<file path="config.mk">
export PLATFORM = sky130hd
export DESIGN_NAME = exec_wb
export DESIGN_NICKNAME = d
export VERILOG_FILES = /design/src/rtl/exec_wb_pkg.sv /design/src/rtl/exec_wb_rf_write.sv /design/src/rtl/exec_wb.sv
export SDC_FILE = /design/constraint.sdc
export NUM_CORES = 1
export LEC_CHECK = 0
export CAP_MARGIN = 15
export CELL_PAD_IN_SITES_DETAIL_PLACEMENT = 0
export CELL_PAD_IN_SITES_GLOBAL_PLACEMENT = 1
export CORE_MARGIN = 3
export CORE_UTILIZATION = 27
export CTS_CLUSTER_SIZE = 24
export DETAILED_ROUTE_END_ITERATION = 10
export PLACE_DENSITY_LB_ADDON = 0.1
export SETUP_SLACK_MARGIN = 0.5
export SLEW_MARGIN = 20
export SYNTH_ARGS = -nofsm -noshare
export SYNTH_HDL_FRONTEND = slang
export SYNTH_SLANG_ARGS = --single-unit
</file>
<file path="constraint.sdc">
create_clock -name clk -period 5.1 [get_ports clk]
set_input_delay 1.02 -clock clk [delete_from_list [all_inputs] [get_ports clk]]
set_output_delay 1.02 -clock clk [all_outputs]
set_load 0.02 [all_outputs]
</file>
<file path="src/rtl/exec_wb_pkg.sv">
// exec_wb_pkg: opcodes, RF entry layout and print FSM states shared by the execute/writeback slice
package exec_wb_pkg;
  localparam int ENT_W   = 35;
  localparam int VAL_LSB = 0;
  localparam int TAG_LSB = 16;
  localparam int LOCK_B  = 32;
  localparam int RETR_B  = 33;
  localparam int VALID_B = 34;
  localparam logic [3:0] OP_PLUS  = 4'h1;
  localparam logic [3:0] OP_MINUS = 4'h2;
  localparam logic [3:0] OP_BRZ   = 4'h5;
  localparam logic [3:0] OP_PRINT = 4'h9;
  localparam logic [3:0] OP_END   = 4'hA;
  typedef enum logic {P_IDLE, P_WAIT} print_st_t;
endpackage

</file>
<file path="src/rtl/exec_wb_rf_write.sv">
// rf_write: rewrites one RF entry's value and clears its lock, passing every other bit through
module rf_write
  import exec_wb_pkg::*;
#(
  parameter int NCORES = 4,
  parameter int IDX_W  = (NCORES > 1) ? $clog2(NCORES) : 1
) (
  input  logic [IDX_W-1:0]        idx,
  input  logic [15:0]             wr_val,
  input  logic                    en,
  input  logic [NCORES*ENT_W-1:0] bus_in,
  output logic [NCORES*ENT_W-1:0] bus_out
);
  always_comb begin
    bus_out = bus_in;
    if (en) begin
      bus_out[idx*ENT_W+VAL_LSB +: 16] = wr_val;
      bus_out[idx*ENT_W+LOCK_B]        = 1'b0;
    end
  end
endmodule

</file>
<file path="src/rtl/exec_wb.sv">
// exec_wb: execute/writeback stage - ALU writeback into the shared RF, BRZ resolve, print handshake, halt and retire count
module exec_wb
  import exec_wb_pkg::*;
#(
  parameter int NCORES = 4
) (
  input  logic                    clk,
  input  logic                    rst_n,
  input  logic [15:0]             ins,
  input  logic [15:0]             val,
  input  logic [15:0]             ptr,
  input  logic [NCORES*ENT_W-1:0] rf_in,
  output logic [NCORES*ENT_W-1:0] rf_out,
  output logic                    branch_en,
  output logic [15:0]             branch_target,
  output logic                    print_valid,
  output logic [7:0]              print_data,
  input  logic                    print_ready,
  output logic                    hold,
  output logic                    halted,
  output logic [15:0]             retired
);
  localparam int IDX_W = (NCORES > 1) ? $clog2(NCORES) : 1;
  logic [15:0] ins_q, val_q, ptr_q;
  logic [3:0] op;
  logic [11:0] imm;
  logic is_alu, hit, wb_en, wb_miss;
  logic [IDX_W-1:0] idx;
  logic [15:0] wb_val;
  print_st_t st, st_nx;
  assign op     = ins_q[15:12];
  assign imm    = ins_q[11:0];
  assign is_alu = (op == OP_PLUS || op == OP_MINUS) && !halted;
  assign wb_en  = is_alu && hit;
  assign wb_val = (op == OP_PLUS) ? val_q + {4'h0, imm} : val_q - {4'h0, imm};
  assign branch_en     = (op == OP_BRZ) && (val_q == 16'h0) && !halted;
  assign branch_target = branch_en ? {4'h0, imm} : 16'h0;
  always_comb begin
    hit = 1'b0;
    idx = '0;
    for (int i = NCORES - 1; i >= 0; i--)
      if (rf_in[i*ENT_W+VALID_B] && rf_in[i*ENT_W+LOCK_B] && rf_in[i*ENT_W+TAG_LSB +: 16] == ptr_q) begin
        hit = 1'b1;
        idx = IDX_W'(i);
      end
  end
  rf_write #(.NCORES(NCORES), .IDX_W(IDX_W)) u_rf_write (
    .idx(idx), .wr_val(wb_val), .en(wb_en), .bus_in(rf_in), .bus_out(rf_out)
  );
  always_comb begin
    print_valid = (st == P_WAIT) || (op == OP_PRINT && !halted);
    hold        = print_valid && !print_ready;
    st_nx       = hold ? P_WAIT : P_IDLE;
    print_data  = print_valid ? val_q[7:0] : 8'h0;
  end
  always_ff @(posedge clk) begin
    if (!rst_n) begin
      ins_q   <= '0;
      val_q   <= '0;
      ptr_q   <= '0;
      st      <= P_IDLE;
      halted  <= 1'b0;
      retired <= '0;
      wb_miss <= 1'b0;
    end else begin
      if (!hold) begin
        ins_q <= halted ? 16'h0 : ins;
        val_q <= val;
        ptr_q <= ptr;
      end
      st <= st_nx;
      if (op == OP_END) halted <= 1'b1;
      if (ins_q != 16'h0 && !hold && !halted) retired <= retired + 16'h1;
      if (is_alu && !hit) wb_miss <= 1'b1;
    end
  end
  a_no_wb_miss: assert property (@(posedge clk) disable iff (!rst_n) !wb_miss);
endmodule

</file>
## Word-level counts from Yosys, hierarchy flattened

Index checks and enable logic that the tools add are counted.

| storage, ports and cells | value |
|---|---|
| register bits after elaboration | 66 |
| bits of input ports | 191 |
| output and inout port bits | 184 |
| word-level logic and storage cells | 68 |

| operators by class | value |
|---|---|
| add/sub/neg operators | 5 |
| multiply operators | 1 |
| magnitude comparators | 2 |
| eq/ne operators | 9 |
| shift-type cells | 2 |
| multiplexer cells | 17 |
| bitwise gates (word level) | 2 |
| reduce and logical (&&, ||, !) cells | 24 |

Operators with widths:

| kind | number |
|---|---|
| bitwise AND 140 bit | 1 |
| bitwise mux 140 bit | 1 |
| 2-to-1 mux 140 bit | 1 |
| inverter 140 bit | 1 |
| variable shift 16 x 34 -> 140 bit, first input constant | 1 |
| indexed part select 16 x 34 -> 140 bit | 1 |
| == test 16 bit | 4 |
| negation 8 -> 34 bit | 1 |
| greater-or-equal comparator 32 x 1 -> 1 bit, second input constant | 1 |
| < comparator 32 x 9 -> 1 bit, second input constant | 1 |
| 2-to-1 mux 16 bit | 2 |
| logical AND 1 bit | 17 |
| adder 16 x 1 -> 16 bit, second input constant | 1 |
| adder 16 x 12 -> 16 bit | 1 |
| zero test 16 bit | 1 |
| nonzero test 16 bit | 1 |
| subtractor 16 x 12 -> 16 bit | 1 |
| 2-to-1 mux 12 bit | 1 |
| adder 8 x 6 -> 9 bit, second input constant | 1 |
| demux 1 bit (select 8 bit) | 1 |
| == test 4 bit, second input constant | 2 |
| multiplier 2 x 6 -> 8 bit, second input constant | 1 |
| 2-to-1 mux 2 bit | 4 |
| 2-to-1 mux 8 bit | 1 |
| 6 further kinds | 14 |

## Logic depth before layout (Yosys ltp)

Gate-level depths: netlist of run 1.

| logic depth | value |
|---|---|
| depth after elaboration | 15 |
| depth in mapped cells | 16 |
| depth with buffers taken out | 14 |

## Hierarchy

Synthesis of run 1 repeated with hierarchy kept, for this count alone.

| unflattened totals | value |
|---|---|
| cells, all modules | 798 |
| area, all modules | 6364.9 um^2 |

Modules (own cells, without submodules):

| module | instances | cells each | area an instance (um^2) | seq. area each (um^2) |
|---|---|---|---|---|
| exec_wb | 1 | 573 | 4714.5 | 1321.3 |
| rf_write | 1 | 225 | 1650.3 | 0.0 |

## Worst setup path before layout of run 1

Ideal clock, no wire load.

| timing | value |
|---|---|
| kind | input-to-output |
| start | input rf_in[23] |
| end | output rf_out[11] |
| arrival time | 3.959 ns |
| data required time | 4.080 ns |
| path slack | 0.121 ns |
| stages | 13 |
| buffers on the path | 2 |
| path through | xor2_1 > or3_4 > or3_1 > nand2b_1 > and2_1 > ha_1 > clkbuf_1 > inv_1 > nor2_1 > and3_1 > nand2_1 > clkbuf_1 > o21ai_0 |

| between the ends | value |
|---|---|
| cells in the longest elaborated chain, start to end | 12 |
| elaborated cells on any way between the ends | 19 |
| those cells by class | add/sub: 2; mul: 1; order compare: 2; eq/ne: 1; shift: 2; mux: 6; bitwise: 2; reduce/logical: 3 |

Ends and longest elaborated chain:

| what | RTL line | RTL |
|---|---|---|
| start: declaration | exec_wb.sv:12 | `input logic [NCORES*ENT_W-1:0] rf_in,` |
| == test 16 bit (*) | exec_wb.sv:42 | `if (rf_in[i*ENT_W+VALID_B] && rf_in[i*ENT_W+LOCK_B] && rf_in[i*ENT_W+TAG_LSB +: 16] == ptr_q) begin` |
| logical AND 1 bit (*) | exec_wb.sv:42 |  |
| 2-to-1 mux 2 bit | exec_wb.sv:42 |  |
| multiplier 2 x 6 -> 8 bit | exec_wb_rf_write.sv:17, exec_wb_rf_write.sv:18 |  |
| adder 8 x 6 -> 9 bit | exec_wb_rf_write.sv:18 | `bus_out[idx*ENT_W+LOCK_B] = 1'b0;` |
| greater-or-equal comparator 32 x 1 -> 1 bit (implied by the code) or < comparator 32 x 9 -> 1 bit (tied branches) | exec_wb_rf_write.sv:18 |  |
| logical AND 1 bit (implied by the code) | exec_wb_rf_write.sv:18 |  |
| 2-to-1 mux 1 bit (implied by the code) | exec_wb_rf_write.sv:18 |  |
| demux 1 bit (select 8 bit) | -- |  |
| inverter 140 bit (no source line) | -- |  |
| bitwise AND 140 bit (no source line) | -- |  |
| 2-to-1 mux 140 bit (*) | exec_wb_rf_write.sv:16 | `if (en) begin` |
| end: declaration | exec_wb.sv:13 | `output logic [NCORES*ENT_W-1:0] rf_out,` |

Every way passes the cells marked *; elsewhere a longest branch is shown, timed or not.

## Worst setup path in the final report of run 1

| timing | value |
|---|---|
| start | input rf_in[31] |
| end | output rf_out[120] |

The elaborated chain is that of the path after synthesis.

==> results of run 1 <==
[cell type report]
type	count	share of cell area
multi-input cells	692	0.4326
well taps	319	0.03069
diodes	1	0.0001924
inverters	28	0.008851
repair buffers	575	0.4029
flip-flops and latches	66	0.1016
clock inverters	5	0.004810
clock buffers	10	0.01838
[flip-flops by register name (all words and copies together) (netlist names)]
register,cells
retired,16
st,1
ins_q,16
halted,1
ptr_q,16
val_q,16
[power by group]
part	internal [mW]	leakage, nW	switching [mW]
Sequential	0.543	0.545	0.0514
Clock	0.391	0.141	0.238
Combinational	0.534	4.85	0.553
[layout by cell type, fill, tap and decap left out, types with 23 or more instances in the layout]
| cell type | count |
|---|---|
| a21boi_0 | 35 |
| and2_1 | 36 |
| buf_2 | 23 |
| buf_4 | 210 |
| buf_6 | 60 |
| clkdlybuf4s50_1 | 224 |
| dfxtp_1 | 66 |
| dlygate4sd2_1 | 24 |
| nand2_1 | 109 |
| nor2_1 | 36 |
| o21ai_0 | 28 |
| xnor2_1 | 40 |
[timing repair]
action	4_1_cts	5_1_grt
buffers inserted	47	24
resized for setup	532	199
pin swaps	62	57
setup endpoints to repair	68	68
gates cloned	2	0
[logic make-up after synthesis]
| group | after synthesis | share of synthesized area |
|---|---|---|
| adder cells (fa/ha/maj) | 27 | 0.05169 |
| buffers and inverters | 155 | 0.1242 |
| AND/OR/NAND/NOR | 344 | 0.2736 |
| XOR/XNOR | 99 | 0.1298 |
| flip-flops | 66 | 0.1978 |
| multiplexers | 2 | 0.002996 |
| AO/OA/AOI/OAI | 216 | 0.2195 |
| other | 1 | 0.0005613 |
[through the flow]
step	area (um2)	util
floorplan	6962	-
global placement	11330	0.4741
detailed placement	11330	0.4741
CTS	12420	0.5197
global route	13010	0.5443
finish	13010	0.5443
[critical path: stages]
cell and delay (ps):
buf_2 110, xor2_1 150, or3_4 400, or3_4 430, nand3b_1 140, and2_4 190
ha_4 210, inv_4 60, nand3_4 60, a2111o_1 380, or3b_1 410, a21bo_2 210
buf_6 110
[cells in the mapped netlist, drive strengths merged, types with 18 or more instances]
cell type | count | area share
a21boi | 35 | 0.039
a21o | 18 | 0.020
a21oi | 24 | 0.018
and2 | 37 | 0.035
buf | 74 | 0.079
clkbuf | 53 | 0.030
dfxtp | 66 | 0.20
ha | 26 | 0.049
inv | 28 | 0.016
nand2 | 116 | 0.065
nand3 | 21 | 0.016
nor2 | 48 | 0.027
nor4 | 25 | 0.028
o21ai | 67 | 0.050
xnor2 | 52 | 0.068
xor2 | 47 | 0.062
[final timing paths]
path / startpoint / endpoint / slack, ps / depth (start not counted)
worst max-delay path: rf_in[31] / rf_out[120] / 190 / 13
worst min-delay path: val_q[9] / val_q[9] / 500 / 2
worst max register to register: ins_q[1] / retired[15] / 2420 / 9
worst min register to register: val_q[9] / val_q[9] / 500 / 2
[per-layer routing]
metal  share of wire  wire length (um)  up-vias
met5               0                 0        -
met4           0.011               346        0
met3           0.058              1855       22
met2            0.48             15340      257
met1            0.45             14360     3762
li1                -                 -     4013
==> impl_metrics.csv, run 1 <==
group,metric,value,unit
placed_design,io_buffers,362,
logic_synthesis,avgSynthCellArea,7.342,um2
logic_synthesis,synth_cell_types,72,
worst_hold_path,hold_class,"flop to flop",
worst_setup_path,start_kind,"input port",
layout,drive_gt1_frac,0.3532,
logic_synthesis,syn_area,6681,um2
layout,seq_area,1321,um2
timing,fin_skew,6.130,ps
timing,final.setup.tns,0,ps
timing,slew_headroom,0.2319,
worst_setup_path,required,4080,ps
logic_synthesis,synth-seq-cells,66,
placed_design,place_ws,-662.6,ps
cts,cts_buffer_depth,2,
detailed_routing,vias,8054,
floorplanning,fp-row-count,56,
layout,layout.cells.non_filler,1696,
detailed_routing,wl_per_cell,18.81,um
detailed_routing,ant_nets,0,
cts,clock-root-buffer,"clkbuf_16",
placed_design,hpwl,25260,um
floorplanning,initial_core_util,0.2796,
global_route,grt_pass1_wl,47070,um
worst_setup_path,critPathKind,"input port to output pin",
logic_synthesis,synth-edff-count,0,
timing,finalWorstSetupSlack,190.7,ps
worst_setup_path,end_kind,"output pin",
cts,clock-sinks,66,
timing,hold_viol,0,
placed_design,gp_congestion,0.8723,
layout,syn_to_final_growth,94.64,%
cts,tritoncts,"built",
global_route,use_met1,0.3065,
pwr,finalPower,2.311,mW
detailed_routing,drc,0,
detailed_routing,routed_wl,31900,um
logic_synthesis,synth_flop_cell,"dfxtp_1",
status,status,"finished clean",
detailed_routing,routed_via_density,4.749,
layout,multiInputGateArea,5625,um2
timing,period_needed,4909,ps
global_route,grtUsageTotal,0.2262,
timing,rsz0062_at_grt,"true",
layout,layout.nets,1590,
logic_synthesis,ys_warn_count,0,
global_route,grt-ovfl-total,0,
timing,setup_violations,0,
cts,holdBufCountCts,0,
logic_synthesis,synthArstFlopShare,0,
layout,fillCellCount,2276,
cts,numCtsBuffers,9,
cts,clkTransAtPathRegs,60,ps
floorplanning,boundaryPins,375,
cts,cts.htree.levels,3,
global_route,grt_pass1_vias,7977,
timing,worst_pin_slew,1148,ps
cts,clk_latency,330,ps
pwr,leakagePower,5.537,nW
logic_synthesis,yosysSeqAreaShare,0.1978,
pwr,power.density,177.7,nW/um2
worst_setup_path,path_max_fanout,4,
global_route,met2_usage,0.3799,
detailed_routing,first_iter_violations,323,
floorplanning,dieArea,26670,um2
global_route,busiest_layer,"met2",
flow_run,maxCapViolCount,0,
worst_setup_path,arrival,3890,ps
global_route,grt_use_met3,0.03855,
floorplanning,die_x,163.3,um
timing,slew_viol_final,0,
timing,finalCritPeriodShare,0.9626,
global_route,grt_max_degree,52,
logic_synthesis,synthCells,910,
floorplanning,core,23890,um2
timing,hold_ws,500.2,ps
pwr,irDropWorstVdd,0.0001667,V
floorplanning,fp.dieH,163.3,um
global_route,antenna_found_initial,1,
placed_design,dpl.cell_count,1607,
timing,clock.fmax,203.7,MHz
detailed_routing,dr.pass1.iters,4,
Power figures use the tool's default switching activity.
==> run 2: changes to the inputs <==
--- a/config.mk
+++ b/config.mk
@@ -14,7 +14,6 @@
 export DETAILED_ROUTE_END_ITERATION = 10
 export PLACE_DENSITY_LB_ADDON = 0.1
 export SETUP_SLACK_MARGIN = 0.5
-export SLEW_MARGIN = 20
 export SYNTH_ARGS = -nofsm -noshare
 export SYNTH_HDL_FRONTEND = slang
 export SYNTH_SLANG_ARGS = --single-unit
==> results of run 2 <==
The final DEF is identical to that of run 1; final timing and power are the same.
==> run 3: changes to the inputs <==
==> constraint.sdc (replaced) <==
create_clock -name clk -period 5.08 [get_ports clk]
set_input_delay 1.016 -clock clk [delete_from_list [all_inputs] [get_ports clk]]
set_output_delay 1.016 -clock clk [all_outputs]
set_load 0.02 [all_outputs]
==> impl_metrics.csv, run 3 (synthesis gave the netlist of run 1 again) <==
group,metric,value,unit
status,status,"finished clean",
worst_setup_path,start_kind,"input port",
pwr,power.density,178.5,nW/um2
floorplanning,fp.dieH,163.3,um
placed_design,io_buffers,362,
global_route,grt_pass1_vias,8039,
timing,clock.fmax,203.1,MHz
pwr,comb_power_share,0.471,
worst_setup_path,arrival,3910,ps
placed_design,hpwl,24970,um
detailed_routing,routed_via_density,4.786,
worst_setup_path,cp_top_family,"simple AND/OR/NAND/NOR gates",
worst_setup_path,critPathKind,"input port to output pin",
timing,rsz0062_at_grt,"true",
timing,slew_headroom,0.2685,
flow_run,maxCapViolCount,0,
worst_setup_path,crit_buf_inv,3,
worst_setup_path,cpPeakStageDelay,430,ps
floorplanning,boundaryPins,375,
floorplanning,core,23890,um2
global_route,grt-ovfl-total,0,
timing,hold_viol,0,
timing,finalCritPeriodShare,0.9691,
global_route,grt_pass1_wl,46740,um
cts,cts.htree.levels,3,
cts,clkTransAtPathRegs,50,ps
layout,drive_gt1_frac,0.3816,
worst_setup_path,timing.rr.start,"halted",
worst_setup_path,required,4060,ps
worst_setup_path,critPathLaunch,"rf_in[23]",
pwr,switching_power,852.1,uW
timing,setup_violations,0,
cts,cts_buffer_depth,2,
layout,layout.nets,1595,
detailed_routing,routed_wl,32090,um
cts,numCtsBuffers,9,
global_route,antenna_found_initial,1,
worst_hold_path,min-delay-start,"val_q[13]",
timing,worst_pin_slew,1088,ps
pwr,leakagePower,5.615,nW
layout,fillCellCount,2219,
detailed_routing,drc,0,
detailed_routing,wl_per_cell,18.87,um
worst_setup_path,crit_chain,"buf_2, xor2_2, or3_4, or3_4, nand3b_1, and2_4, ha_4, inv_4, nand3_4, a2111o_1, or3b_1, a21bo_4, buf_6",
worst_setup_path,crit_slowest_cell,"or3_4",
pwr,clockPowerShare,0.277,
pwr,p_sw_frac,0.3572,
layout,multiInputGateArea,5854,um2
pwr,internal_power,1.533,mW
detailed_routing,ant_nets,0,
worst_setup_path,end_kind,"output pin",
layout,fin_area,13370,um2
layout,final_common_cell,"clkdlybuf4s50_1",
global_route,grtUsageTotal,0.2237,
layout,seq_area,1328,um2
layout,finalCoreUtilization,0.5594,
cts,clk_latency,330,ps
detailed_routing,vias,8141,
pwr,seqPwrFrac,0.252,
cts,clock-sinks,66,
layout,syn_to_final_growth,100.1,%
layout,layout_common_cells,"clkdlybuf4s50_1, buf_4, nand2_1",
placed_design,place_area,11300,um2
worst_hold_path,hold_class,"flop to flop",
cts,clock-root-buffer,"clkbuf_16",
cts,tritoncts,"built",
floorplanning,initial_core_util,0.2796,
timing,fin_skew,8.841,ps
pwr,irDropWorstVdd,0.0001744,V
worst_setup_path,path_max_fanout,3,
floorplanning,dieArea,26670,um2
timing,period_needed,4923,ps
worst_setup_path,crit_path_frequent_cell,"or3_4",
global_route,grt_max_degree,52,
detailed_routing,dr.pass1.iters,4,
timing,slew_viol_final,0,
detailed_routing,first_iter_violations,373,
floorplanning,fp-row-count,56,
placed_design,gp_congestion,0.8839,
floorplanning,die_x,163.3,um
## run 3: tightest hold or removal path, delay by kind of cell, from the launching register on
family,cells,cell delay (ps)
DFF,1,330
and+or+nand+nor,1,60
AOI/OAI and AO/OA,1,60
## run 3: cell type report
class	instances	share of cell area
Clock inverter	6	0.006740
Tap cell	319	0.02986
Multi-Input combinational cell	692	0.4380
Clock buffer	9	0.01685
Inverter	28	0.008799
Antenna cell	1	0.0001872
Timing Repair Buffer	580	0.4003
Sequential cell	66	0.09932
## run 3: worst paths after layout
path	to	slack, ps	depth (start not counted)
max	rf_out[120]	160	13
min	val_q[13]	500	2
max reg2reg	ins_q[1]	2130	9
min reg2reg	val_q[13]	500	2
## run 3: through the flow
stage | hold slack (ps) | setup TNS (ps) | worst slack [ps] | cells | power (mW)
floorplan | 452.8 | 0 | 503.6 | 913 | 1.107
finish | 496.3 | 0 | 156.8 | 1701 | 2.386
global route | 540.1 | 0 | 75.51 | 1701 | 2.499
CTS | 503.7 | 0 | 182.8 | 1667 | 2.311
global placement | 482.8 | -32810 | -684.8 | 1603 | 1.585
detailed placement | 494.7 | -34900 | -697.6 | 1603 | 1.585
## run 3: metal layers
metal / wire, um / track usage
met5: 0 / 0
met4: 392 / 0.04691
met3: 1742 / 0.03246
met2: 15780 / 0.3886
met1: 14170 / 0.2949
## run 3: what timing repair did
action / CTS / global route
pin swaps: 48 / 67
setup endpoints to repair: 68 / 68
buffers inserted: 46 / 33
hold buffers: 0 / 0
gates resized for setup: 608 / 212
cloned: 3 / 0
endpoints found under the hold margin: 0 / 0
## run 3: power by group through the flow
stage | Sequential (mW) | Clock [mW] | Combinational [mW]
2_1_floorplan | 0.580 | 0 | 0.527
3_3_place_gp | 0.603 | 0 | 0.982
3_5_place_dp | 0.602 | 0 | 0.983
4_1_cts | 0.596 | 0.682 | 1.03
5_1_grt | 0.605 | 0.699 | 1.20
6_report | 0.601 | 0.661 | 1.12
